[config.mk]
export PLATFORM = sky130hd
export DESIGN_NAME = load_store_unit
export DESIGN_NICKNAME = d
export VERILOG_FILES = /design/src/rtl/load_store_unit_pkg.sv /design/src/rtl/load_store_unit_load_align.sv /design/src/rtl/load_store_unit.sv
export SDC_FILE = /design/constraint.sdc
export NUM_CORES = 1
export LEC_CHECK = 0
export CAP_MARGIN = 5
export CORE_UTILIZATION = 35
export CTS_BUF_LIST = sky130_fd_sc_hd__clkbuf_16
export CTS_CLUSTER_SIZE = 10
export DETAILED_ROUTE_END_ITERATION = 12
export PLACE_DENSITY = 0.69
export SYNTH_ARGS = -nofsm -noshare
export SYNTH_HDL_FRONTEND = slang
export SYNTH_HIERARCHICAL = 1
export SYNTH_SLANG_ARGS = --single-unit
[constraint.sdc]
create_clock -name clk -period 2.1 [get_ports clk]
set_clock_uncertainty 0.2 [all_clocks]
set_input_delay 0.525 -clock clk [delete_from_list [all_inputs] [get_ports clk]]
set_output_delay 0.525 -clock clk [all_outputs]
set_load 0.01 [all_outputs]
[src/rtl/load_store_unit_pkg.sv]
// Shared decode constants, FSM state type and access-shape helpers for the
// memory-stage load/store unit.
package load_store_unit_pkg;

  localparam logic [6:0] OP_LOAD  = 7'b0000011;
  localparam logic [6:0] OP_STORE = 7'b0100011;

  localparam logic [2:0] F3_LB  = 3'b000;
  localparam logic [2:0] F3_LH  = 3'b001;
  localparam logic [2:0] F3_LW  = 3'b010;
  localparam logic [2:0] F3_LBU = 3'b100;
  localparam logic [2:0] F3_LHU = 3'b101;
  localparam logic [2:0] F3_SB  = 3'b000;
  localparam logic [2:0] F3_SH  = 3'b001;
  localparam logic [2:0] F3_SW  = 3'b010;

  typedef enum logic [1:0] {
    S_IDLE = 2'd0,
    S_WAIT = 2'd1,
    S_DONE = 2'd2
  } lsu_state_e;

  function automatic logic f3_supported(input logic is_store, input logic [2:0] f3);
    if (is_store) return (f3 == F3_SB) || (f3 == F3_SH) || (f3 == F3_SW);
    return (f3 == F3_LB) || (f3 == F3_LH) || (f3 == F3_LW) ||
           (f3 == F3_LBU) || (f3 == F3_LHU);
  endfunction

  // funct3[1:0] encodes the access size for every supported op
  function automatic logic misaligned(input logic [2:0] f3, input logic [1:0] off);
    case (f3[1:0])
      2'b01:   return off[0];
      2'b10:   return off != 2'b00;
      default: return 1'b0;
    endcase
  endfunction

  function automatic logic [3:0] byte_en(input logic [2:0] f3, input logic [1:0] off);
    case (f3[1:0])
      2'b00:   return 4'b0001 << off;
      2'b01:   return 4'b0011 << {off[1], 1'b0};
      default: return 4'b1111;
    endcase
  endfunction

endpackage

[src/rtl/load_store_unit_load_align.sv]
// Selects the addressed byte/halfword lane of a read word and sign/zero
// extends it according to the load's funct3.
module load_align
  import load_store_unit_pkg::*;
(
  input  logic [31:0] rdata_i,
  input  logic [1:0]  off_i,
  input  logic [2:0]  funct3_i,
  output logic [31:0] result_o
);

  logic [7:0]  byte_v;
  logic [15:0] half_v;

  always_comb begin
    byte_v   = rdata_i[8*off_i +: 8];
    half_v   = rdata_i[16*off_i[1] +: 16];
    result_o = rdata_i;
    case (funct3_i)
      F3_LB:   result_o = {{24{byte_v[7]}}, byte_v};
      F3_LH:   result_o = {{16{half_v[15]}}, half_v};
      F3_LBU:  result_o = {24'd0, byte_v};
      F3_LHU:  result_o = {16'd0, half_v};
      default: result_o = rdata_i;
    endcase
  end

endmodule

[src/rtl/load_store_unit.sv]
// Memory-stage load/store unit: issues one req/ack data-memory access per
// load/store, stalls the pipe while it is outstanding, registers load data.
module load_store_unit
  import load_store_unit_pkg::*;
#(
  parameter int TIMEOUT = 16
) (
  input  logic        clk,
  input  logic        rst_n,
  input  logic        en,
  input  logic [31:0] inst,
  input  logic [31:0] Alu_Out,
  input  logic [31:0] rs2_data,
  input  logic [31:0] mem_rdata,
  input  logic        mem_ack,
  output logic        mem_req,
  output logic        mem_we,
  output logic [31:0] mem_addr,
  output logic [3:0]  mem_be,
  output logic [31:0] mem_wdata,
  output logic [31:0] DDT,
  output logic        stall,
  output logic        done,
  output logic        mem_fault,
  output logic        bus_err
);

  localparam int CW = (TIMEOUT > 1) ? $clog2(TIMEOUT) : 1;
  localparam logic [CW-1:0] CNT_LAST = (TIMEOUT > 0) ? CW'(TIMEOUT - 1) : '0;

  lsu_state_e  state_q, state_d;
  logic [CW-1:0] cnt_q, cnt_d;
  logic        req_q, req_d, we_q, we_d, berr_q, berr_d;
  logic [31:0] addr_q, addr_d, wdata_q, wdata_d, ddt_q, ddt_d;
  logic [3:0]  be_q, be_d;
  logic [1:0]  off_q, off_d;
  logic [2:0]  f3_q, f3_d;

  logic [6:0]  opcode;
  logic [2:0]  f3;
  logic        is_store, memop, fault;
  logic [31:0] load_result, store_data;

  assign opcode   = inst[6:0];
  assign f3       = inst[14:12];
  assign is_store = (opcode == OP_STORE);
  assign memop    = en && ((opcode == OP_LOAD) || is_store);
  assign fault    = !f3_supported(is_store, f3) || misaligned(f3, Alu_Out[1:0]);

  always_comb begin
    case (f3[1:0])
      2'b00:   store_data = {4{rs2_data[7:0]}};
      2'b01:   store_data = {2{rs2_data[15:0]}};
      default: store_data = rs2_data;
    endcase
  end

  load_align u_align (
    .rdata_i  (mem_rdata),
    .off_i    (off_q),
    .funct3_i (f3_q),
    .result_o (load_result)
  );

  always_comb begin
    state_d = state_q;
    cnt_d   = cnt_q;
    req_d   = req_q;
    we_d    = we_q;
    addr_d  = addr_q;
    be_d    = be_q;
    wdata_d = wdata_q;
    off_d   = off_q;
    f3_d    = f3_q;
    ddt_d   = ddt_q;
    berr_d  = berr_q;
    case (state_q)
      S_IDLE: begin
        berr_d = 1'b0;
        if (memop && !fault) begin
          state_d = S_WAIT;
          req_d   = 1'b1;
          we_d    = is_store;
          addr_d  = {Alu_Out[31:2], 2'b00};
          be_d    = byte_en(f3, Alu_Out[1:0]);
          wdata_d = is_store ? store_data : 32'd0;
          off_d   = Alu_Out[1:0];
          f3_d    = f3;
          cnt_d   = '0;
        end
      end
      S_WAIT: begin
        if (mem_ack) begin
          if (!we_q) ddt_d = load_result;
          req_d   = 1'b0;
          state_d = S_DONE;
        end else if ((TIMEOUT != 0) && (cnt_q == CNT_LAST)) begin
          req_d   = 1'b0;
          berr_d  = 1'b1;
          state_d = S_DONE;
        end else begin
          cnt_d = cnt_q + 1'b1;
        end
      end
      // en is ignored here: it still belongs to the instruction just finished
      S_DONE:  state_d = S_IDLE;
      default: state_d = S_IDLE;
    endcase
  end

  always_ff @(posedge clk or negedge rst_n) begin
    if (!rst_n) begin
      state_q <= S_IDLE;
      cnt_q   <= '0;
      req_q   <= 1'b0;
      we_q    <= 1'b0;
      addr_q  <= 32'd0;
      be_q    <= 4'd0;
      wdata_q <= 32'd0;
      off_q   <= 2'd0;
      f3_q    <= 3'd0;
      ddt_q   <= 32'd0;
      berr_q  <= 1'b0;
    end else begin
      state_q <= state_d;
      cnt_q   <= cnt_d;
      req_q   <= req_d;
      we_q    <= we_d;
      addr_q  <= addr_d;
      be_q    <= be_d;
      wdata_q <= wdata_d;
      off_q   <= off_d;
      f3_q    <= f3_d;
      ddt_q   <= ddt_d;
      berr_q  <= berr_d;
    end
  end

  assign mem_req   = req_q;
  assign mem_we    = we_q;
  assign mem_addr  = addr_q;
  assign mem_be    = be_q;
  assign mem_wdata = wdata_q;
  assign DDT       = ddt_q;
  assign stall     = ((state_q == S_IDLE) && memop && !fault) || (state_q == S_WAIT);
  assign mem_fault = (state_q == S_IDLE) && memop && fault;
  assign done      = (state_q == S_DONE);
  assign bus_err   = (state_q == S_DONE) && berr_q;

  logic unused_ok;
  assign unused_ok = ^{inst[31:15], inst[11:7]};

endmodule

==> flow_summary.yaml, run 1 <==
setup_path:
  path_class: "input port to flop"
  worstSetupEndpointType: "flop"
  critical_path.startpoint: "inst[13]"
  cp.arrival_ns: 2.41
  worstSetupStartpointType: "input port"
  critPathCapture: "mem_addr[18]"
  reg2reg_to: "mem_addr[18]"
  crit-reg2reg-launch: "state_q[0]"
  ff2ff_setup_slack_ns: -0.16
  cp_max_fo: 4
  r2r_cells: 9
  cp_data_required_time_ns: 2.14
sta:
  worst_hold_slack_ns: -0.0141
  period_needed_ns: 2.37
  finalHoldViolations: 16
  fmax_mhz: 422
  worstMarginPinSlew_ns: 0.535
  slew_headroom_pct: 64.3
  slew_violations: 0
  rsz0062_at_grt: "yes"
  setup_viol_count_final: 66
  setup_slack_ns: -0.269
  post-route-period-util_pct: 113
global_routing:
  track_usage_pct: 20.5
  grt_pass1_wl_mm: 27.9
  grtUsageMet3_pct: 5.98
  grt_pass1_vias: 5144
  grt_max_degree: 85
  met1_usage_pct: 26.1
  grt_antenna_before_repair: 1
  top_usage_layer: "met2"
  overflow: 0
  use_met2_pct: 33.4
clock_network:
  root_buffer: "clkbuf_16"
  clkTransAtPathRegs_ns: 0.07
  cts.sinks: 112
  cts_buffers: 9
  cts_buffer_depth: 2
  insertion_delay_ns: 0.35
  h-tree-depth: 3
  cts_tree: "done"
floorplanning:
  fp-row-count: 47
  core_um2: 16600
  start_util_pct: 35.9
  fp.dieArea_um2: 17500
  die_h_um: 132
  die_w_um: 132
  boundaryPins: 238
layout:
  final_area_um2: 9450
  finalNetCount: 914
  final.fill_count: 1373
  area_growth_pct: 58.6
  drive_gt1_share_pct: 29.2
power:
  p_per_area_nw_per_um2: 582
  p_sw_uw: 1510
  p_leak_uw: 0.00436
  swShare_pct: 27.4
  peakVddDrop_mv: 0.383
  pwr-share-clk_pct: 29.2
  combPwrFrac_pct: 26.3
  power.total_uw: 5500
  power.internal_uw: 3990
  seqPwrFrac_pct: 44.5
logic_synthesis:
  synth.largest_area_cell: "dfrtp_1"
  synthesis.instances: 498
  ys_seq_elements: 112
  syn_area_um2: 5960
  synth_common_cells: "112 x dfrtp_1, 70 x nand2_1, 50 x mux2_4"
  syn-mean-instance-area_um2: 12.0
  synth_cell_types: 47
  synthTopCellsByArea: "dfrtp_1 47%, mux2_4 13%, mux2_2 7.4%, mux2i_1 5.0%, nand2_1 4.4%"
  synth_edf_count: 0
  ys.flop_type: "dfrtp_1"
  synthArstFlopShare_pct: 100
  yosysMostFrequentCell: "dfrtp_1"
  ys_seq_area_share_pct: 47.0
  synth_top_area_share_pct: 47.0
  ys_warn_count: 6
run:
  maxCapViolCount: 0
routing:
  drcViolationCount: 0
  drtIter0Drc: 229
  viasPerCell: 4.96
  first_pass_iters: 4
  wl_per_cell_um: 17.8
  drtAntennaViolNets: 0
  drt-total-wl_mm: 17.8
  via_count: 4978
outcome:
  run_status: "finished, violations left"
  violations: "hold timing, setup timing"
placed_design:
  routabilityCongestion: 0.892
  io_buffers: 213
  dp_hpwl_mm: 12.4
  pre_cts_slack_ns: -1.24
  placed_area_um2: 8710
hold_path:
  hp-class: "input port to asynchronous set/reset pin"
## critical path, cell delays in order
cell and delay (ns):
buf_12 0.10, inv_12 0.03, ha_4 0.15, o211a_4 0.25, a31oi_4 0.19, buf_6 0.13
and4b_4 0.27, buf_12 0.12, buf_16 0.10, buf_12 0.11, buf_8 0.12, mux2_4 0.29
## timing repair
| action | in CTS | in global routing |
|---|---|---|
| cloned | 2 | 2 |
| pin swaps | 12 | 6 |
| endpoints found under the setup margin | 108 | 76 |
| setup buffers | 23 | 7 |
| resized for setup | 63 | 21 |
| hold buffers | 0 | 0 |
## cells by family after synthesis
family	count (synthesis)	synth area share, %
buffers and inverters	58	6.05
multiplexers	120	25.4
AND/OR/NAND/NOR	122	10.1
AO/OA/AOI/OAI	79	10.2
adder cells (fa/ha/maj)	4	0.840
other	1	0.0630
XOR/XNOR	2	0.294
flip-flops	112	47.0
## registers in the layout, summed over array words and instances, names as in the netlist, 2 cells and up
signal	cells
mem_addr	30
mem_wdata	32
state_q	2
off_q	2
f3_q	3
DDT	32
cnt_q	4
mem_be	4
## layout by cell type (no fill, tap or decap), types with 15 or more instances in the layout
cell	instances
a21oi_1	16
buf_12	15
buf_4	66
clkdlybuf4s50_1	189
dfrtp_1	111
inv_1	19
mux2_2	38
mux2_4	51
mux2i_1	30
nand2_1	70
## layout make-up
class                   instances  area (µm²)  area share (%)
flip-flops and latches        112        2800            29.7
well taps                     220         275            2.91
clock inverters                 6        45.0           0.477
clock buffers                   9         225            2.38
inverters                      21        93.8           0.993
multi-input cells             329        2900            30.7
diodes                          2        5.00          0.0530
repair buffers                305        3100            32.8
## metal layers
metal,wire [µm],share of wire [%]
met4,315,1.8
met1,7610,43
met2,8410,47
met5,0,0
met3,1490,8.4
## how the worst min path moves through the flow
stage | start | end | slack (ns) | cells past startpoint
floorplan | rst_n | DDT[0] | 0.03 | 0
global placement | berr_q | berr_q | 0.28 | 2
detailed placement | mem_addr[24] | mem_addr[24] | 0.29 | 1
CTS | rst_n | mem_addr[31] | 0.007 | 2
global route | rst_n | cnt_q[0] | 0.02 | 2
finish | rst_n | DDT[15] | -0.01 | 2
## power groups by stage
stage          registers (µW)  logic, µW  clock network [µW]
2_1_floorplan            2550        531                   0
3_3_place_gp             2480       1400                   0
3_5_place_dp             2480       1430                   0
4_1_cts                  2450       1450                1670
5_1_grt                  2470       1550                1750
6_report                 2440       1450                1610
## through the flow
stage          setup TNS, ns  util, %  cells
2_1_floorplan          -8.67        -    499
3_3_place_gp          -82.80     52.5    955
6_report              -12.58     57.0   1004
3_5_place_dp          -84.52     52.5    955
4_1_cts               -17.17     56.3    995
5_1_grt               -13.51     56.9   1002
No activity file was read; power rests on OpenSTA's default activity.
==> inputs of run 2 (changes only) <==
Settings changed: GPL_TIMING_DRIVEN from default to 0.
==> run 2 against run 1 <==
Compared with the run above: the run ends with setup timing left; via count rose by 0.28%; register-to-register slack improved by 0.05 ns; die area did not move; design area fell by 0.15%.
==> flow_summary.yaml, run 2 (synthesis results as in run 1) <==
run:
  maxCapViolCount: 0
power:
  p_leak_uw: 0.00423
  swShare_pct: 26.2
  combPwrFrac_pct: 25.5
  peakVddDrop_mv: 0.431
  p_per_area_nw_per_um2: 631
  seqPwrFrac_pct: 41.1
  power.internal_uw: 4390
  p_sw_uw: 1560
  power.total_uw: 5960
  pwr-share-clk_pct: 33.3
clock_network:
  root_buffer: "clkbuf_16"
  cts.sinks: 112
  cts_buffers: 9
  h-tree-depth: 3
  cts_tree: "done"
  insertion_delay_ns: 0.35
  clkTransAtPathRegs_ns: 0.07
  cts_buffer_depth: 2
  postCtsHoldBufs: 0
outcome:
  violations: "setup timing"
  run_status: "finished, violations left"
routing:
  first_pass_iters: 4
  drt-total-wl_mm: 18.4
  wl_per_cell_um: 18.9
  drcViolationCount: 0
  viasPerCell: 5.10
  via_count: 4992
  drtAntennaViolNets: 0
  drtIter0Drc: 228
setup_path:
  cpMaxStageDelayCell: "o211a_1"
  worstSetupEndpointType: "output port"
  worstSetupStartpointType: "input port"
  cp_max_fo: 4
  path_class: "input port to output port"
  cp.arrival_ns: 1.62
  cp_data_required_time_ns: 1.37
  cp_cell_sequence: "buf_12, inv_12, ha_4, o211a_1, a31oi_4, a41oi_2, nor2_1, buf_2"
  critical_path.max_stage_delay_ns: 0.25
floorplanning:
  core_um2: 16600
  die_w_um: 132
  boundaryPins: 238
  fp.dieArea_um2: 17500
  die_h_um: 132
  start_util_pct: 35.9
  fp-row-count: 47
placed_design:
  io_buffers: 213
  routabilityCongestion: 0.887
  pre_cts_slack_ns: -1.40
  dp_hpwl_mm: 13.1
layout:
  final_cell_mix: "192 x clkdlybuf4s50_1, 111 x dfrtp_1, 71 x mux2_4, 54 x nand2_1, 29 x mux2i_1"
  drive_gt1_share_pct: 27.3
  layout.cells.most_common: "clkdlybuf4s50_1"
  area_growth_pct: 58.3
  final.fill_count: 1384
  finalNetCount: 888
global_routing:
  overflow: 0
  grt_pass1_vias: 5203
  grtUsageMet3_pct: 5.48
  track_usage_pct: 21.5
  grt_max_degree: 59
  grt_pass1_wl_mm: 29.1
  met1_usage_pct: 27.2
  use_met2_pct: 35.4
  grt_antenna_before_repair: 1
  top_usage_layer: "met2"
sta:
  fmax_mhz: 426
  finalHoldViolations: 0
  post-route-period-util_pct: 112
  slew_headroom_pct: 48.6
  period_needed_ns: 2.35
  setup_viol_count_final: 77
  setup_slack_ns: -0.249
  worst_hold_slack_ns: 0.0404
  slew_violations: 0
  worstMarginPinSlew_ns: 0.771
  rsz0062_at_grt: "yes"
  finalSetupTns_ns: -5.10
hold_path:
  hp-class: "input port to asynchronous set/reset pin"
run 2: what timing repair did:
action                                  in CTS  in global routing
cloned                                       8                  1
buffers inserted                            17                 13
pin swaps                                   14                  9
endpoints found under the setup margin     114                106
resized for setup                          118                 32
run 2: layout make-up:
type | count | area (µm²) | share of cell area [%]
multi-input combinational | 329 | 3030 | 32.1
sequential | 112 | 2800 | 29.7
timing repair buffer | 249 | 2620 | 27.7
tap | 220 | 275 | 2.92
buffer | 30 | 268 | 2.84
clock buffer | 9 | 225 | 2.39
clock inverter | 7 | 119 | 1.26
inverter | 21 | 96.3 | 1.02
antenna | 1 | 2.50 | 0.0265
run 2: per-stage QoR:
step | cells | instance area (µm²) | utilization, %
global route | 978 | 9430 | 56.9
detailed placement | 933 | 8460 | 51.0
CTS | 971 | 9350 | 56.4
finish | 978 | 9430 | 56.9
floorplan | 499 | 6030 | -
global placement | 932 | 8430 | 50.9
run 2: final timing paths:
kind	slack, ns	end	startpoint	depth (start not counted)
min	0.04	DDT[16]	rst_n	1
min in group clk	0.23	f3_q[0]	inst[12]	2
min reg2reg	0.31	f3_q[1]	f3_q[1]	1
max reg2reg	-0.11	mem_addr[7]	state_q[0]	8
max in group asynchronous	0.91	mem_be[2]	rst_n	2
max	-0.25	stall	inst[13]	8
run 2: critical path, delay by kind of cell:
kind | cells | cell delay [ns]
simple gates | 1 | 0.09
compound gates | 3 | 0.59
fa+ha+maj | 1 | 0.15
buf+inv | 3 | 0.26
run 2: power by group through the flow:
stage	clock, µW	sequential, µW	combinational [µW]
after detailed placement	0	2480	1390
after floorplan	0	2550	531
final	1990	2450	1520
after global routing	2130	2470	1620
after global placement	0	2480	1370
after CTS	2050	2450	1510
run 2: layer usage:
metal  up-vias  routed length (µm)
li1       2263                   -
met1      2467                7740
met2       233                8770
met3        29                1490
met4         0                 455
met5         -                   0
==> inputs of run 3 (changes only) <==
Settings changed: MAX_ROUTING_LAYER from default to met4, PLACE_DENSITY 0.69 to 0.67.
Clock period 2.1 ns to 2.23 ns, I/O delays scaled along.
==> run 3 against run 2 <==
Compared with the run above: the flow still finishes with violations (setup timing); critical path depth is 1 lower; sequential cell count unchanged; global-route usage fell by 0.62 points; design area down 2.5%; sequential power decreased by 6%; count of clock-buffer cells in the layout did not move; clock power decreased by 17%; cell count grew 0.20%; register-to-register slack improved by 0.07 ns; critical path type unchanged; largest power group unchanged; die area stayed put; power decreased by 11%.
==> flow_summary.yaml, run 3 (synthesis results as in run 1) <==
placed_design:
  pre_cts_slack_ns: -1.39
  dp_hpwl_mm: 12.7
  routabilityCongestion: 0.865
  placedCellCount: 933
  io_buffers: 213
layout:
  finalNetCount: 889
  area_growth_pct: 54.5
  layout.cells.most_common: "clkdlybuf4s50_1"
  drive_gt1_share_pct: 25.6
  final_cell_mix: "191 x clkdlybuf4s50_1, 112 x dfrtp_1, 70 x nand2_1, 51 x mux2_4, 38 x mux2_2"
  post-route-util_pct: 55.5
  final.fill_count: 1408
  final_cells: 980
setup_path:
  worstSetupEndpointType: "output port"
  ff2ff_setup_slack_ns: -0.04
  cp_max_fo: 3
  r2r_cells: 7
  cp.arrival_ns: 1.64
  worstSetupStartpointType: "input port"
  critical_path.startpoint: "inst[13]"
  reg2reg_to: "mem_be[0]"
  cp_data_required_time_ns: 1.47
  crit-reg2reg-launch: "state_q[0]"
  path_class: "input port to output port"
run:
  maxCapViolCount: 0
routing:
  drt-total-wl_mm: 18.1
  first_pass_iters: 4
  drcViolationCount: 0
  drtAntennaViolNets: 0
  via_count: 4875
  wl_per_cell_um: 18.5
  viasPerCell: 4.97
  drtIter0Drc: 197
floorplanning:
  die_h_um: 132
  boundaryPins: 238
  die_w_um: 132
  fp-row-count: 47
  core_um2: 16600
  fp.dieArea_um2: 17500
  start_util_pct: 35.9
sta:
  slew_violations: 0
  finalHoldViolations: 0
  post-route-period-util_pct: 107
  fmax_mhz: 417
  slew_headroom_pct: 60.2
  worstMarginPinSlew_ns: 0.598
  period_needed_ns: 2.40
  rsz0062_at_grt: "yes"
  setup_slack_ns: -0.166
  finalSetupTns_ns: -1.53
  setup_viol_count_final: 53
global_routing:
  grt_pass1_vias: 5170
  grt_antenna_before_repair: 2
  track_usage_pct: 20.9
  grt_pass1_wl_mm: 27.8
  overflow: 0
  grt_max_degree: 59
hold_path:
  hold_path_depth: 2
  hp-start: "inst[12]"
  hp-class: "input port to flop"
  hold-path-endpoint: "f3_q[0]"
power:
  swShare_pct: 27.4
  pwr-share-clk_pct: 31.1
  combPwrFrac_pct: 25.6
  power.internal_uw: 3860
  p_sw_uw: 1460
  power.total_uw: 5320
  seqPwrFrac_pct: 43.4
  p_per_area_nw_per_um2: 578
  p_leak_uw: 0.00418
  peakVddDrop_mv: 0.335
clock_network:
  cts.sinks: 112
  insertion_delay_ns: 0.35
  h-tree-depth: 3
  cts_buffer_depth: 2
  clkTransAtPathRegs_ns: 0.07
  cts_buffers: 9
  root_buffer: "clkbuf_16"
  cts_tree: "done"
outcome:
  violations: "setup timing"
  run_status: "finished, violations left"
run 3: cell count changes in the layout (fill, tap and decap cells not counted), sizes merged, moves of 2 or more:
| cell | previous run | this run |
|---|---|---|
| clkinv | 0 | 3 |
| dlymetal6s2s | 0 | 2 |
| inv | 24 | 22 |
| clkbuf | 22 | 36 |
| buf | 59 | 48 |
| dlygate4sd2 | 14 | 10 |
| bufinv | 3 | 1 |
run 3: layer usage:
metal | vias to the layer above | GRT usage, % | wire length [µm]
li1 | 2272 | - | -
met1 | 2358 | 27.0 | 7860
met2 | 223 | 32.2 | 8500
met3 | 22 | 4.94 | 1400
met4 | 0 | 7.15 | 361
met5 | - | - | 0
run 3: metrics by stage:
stage	hold slack (ns)	area, µm²
3_3_place_gp	0.276	8420
3_5_place_dp	0.293	8450
6_report	0.272	9200
2_1_floorplan	0.0619	6020
4_1_cts	0.262	8900
5_1_grt	0.268	9200
run 3: layout make-up:
type / count / area (µm²) / area share [%]
buffer: 35 / 285 / 3.10
inverter: 21 / 96.3 / 1.05
multi-input combinational: 329 / 2920 / 31.7
antenna: 2 / 5.00 / 0.0544
clock buffer: 9 / 225 / 2.45
sequential: 112 / 2800 / 30.5
clock inverter: 7 / 71.3 / 0.775
timing repair buffer: 245 / 2520 / 27.4
tap: 220 / 275 / 2.99
run 3: worst max path at each step:
stage / cells after the start / to / slack (ns)
finish: 7 / mem_fault / -0.17
global route: 7 / stall / -0.23
CTS: 8 / stall / -0.18
detailed placement: 9 / stall / -1.39
global placement: 1 / mem_wdata[22] / -3.94
floorplan: 8 / mem_addr[10] / -0.07
run 3: timing repair:
item                                   in CTS  in global routing
gates cloned                                0                  7
setup endpoints to repair                 107                 99
endpoints found under the hold margin      54                  0
resized for setup                          51                 37
buffers inserted                           15                  8
hold buffers                                1                  0
pin swaps                                  13                 12
run 3: critical path, stage by stage:
cell and delay (ns):
buf_12 0.12, ha_4 0.16, o211a_1 0.25, a31oi_4 0.19
buf_4 0.16, a31oi_4 0.07, buf_6 0.13
run 3: power groups by stage:
| stage | Clock (µW) | Sequential, µW | Combinational [µW] |
|---|---|---|---|
| after global placement | 0 | 2340 | 1280 |
| after global routing | 1770 | 2330 | 1460 |
| after detailed placement | 0 | 2340 | 1310 |
| final | 1650 | 2300 | 1360 |
| after CTS | 1700 | 2310 | 1360 |
| after floorplan | 0 | 2400 | 497 |
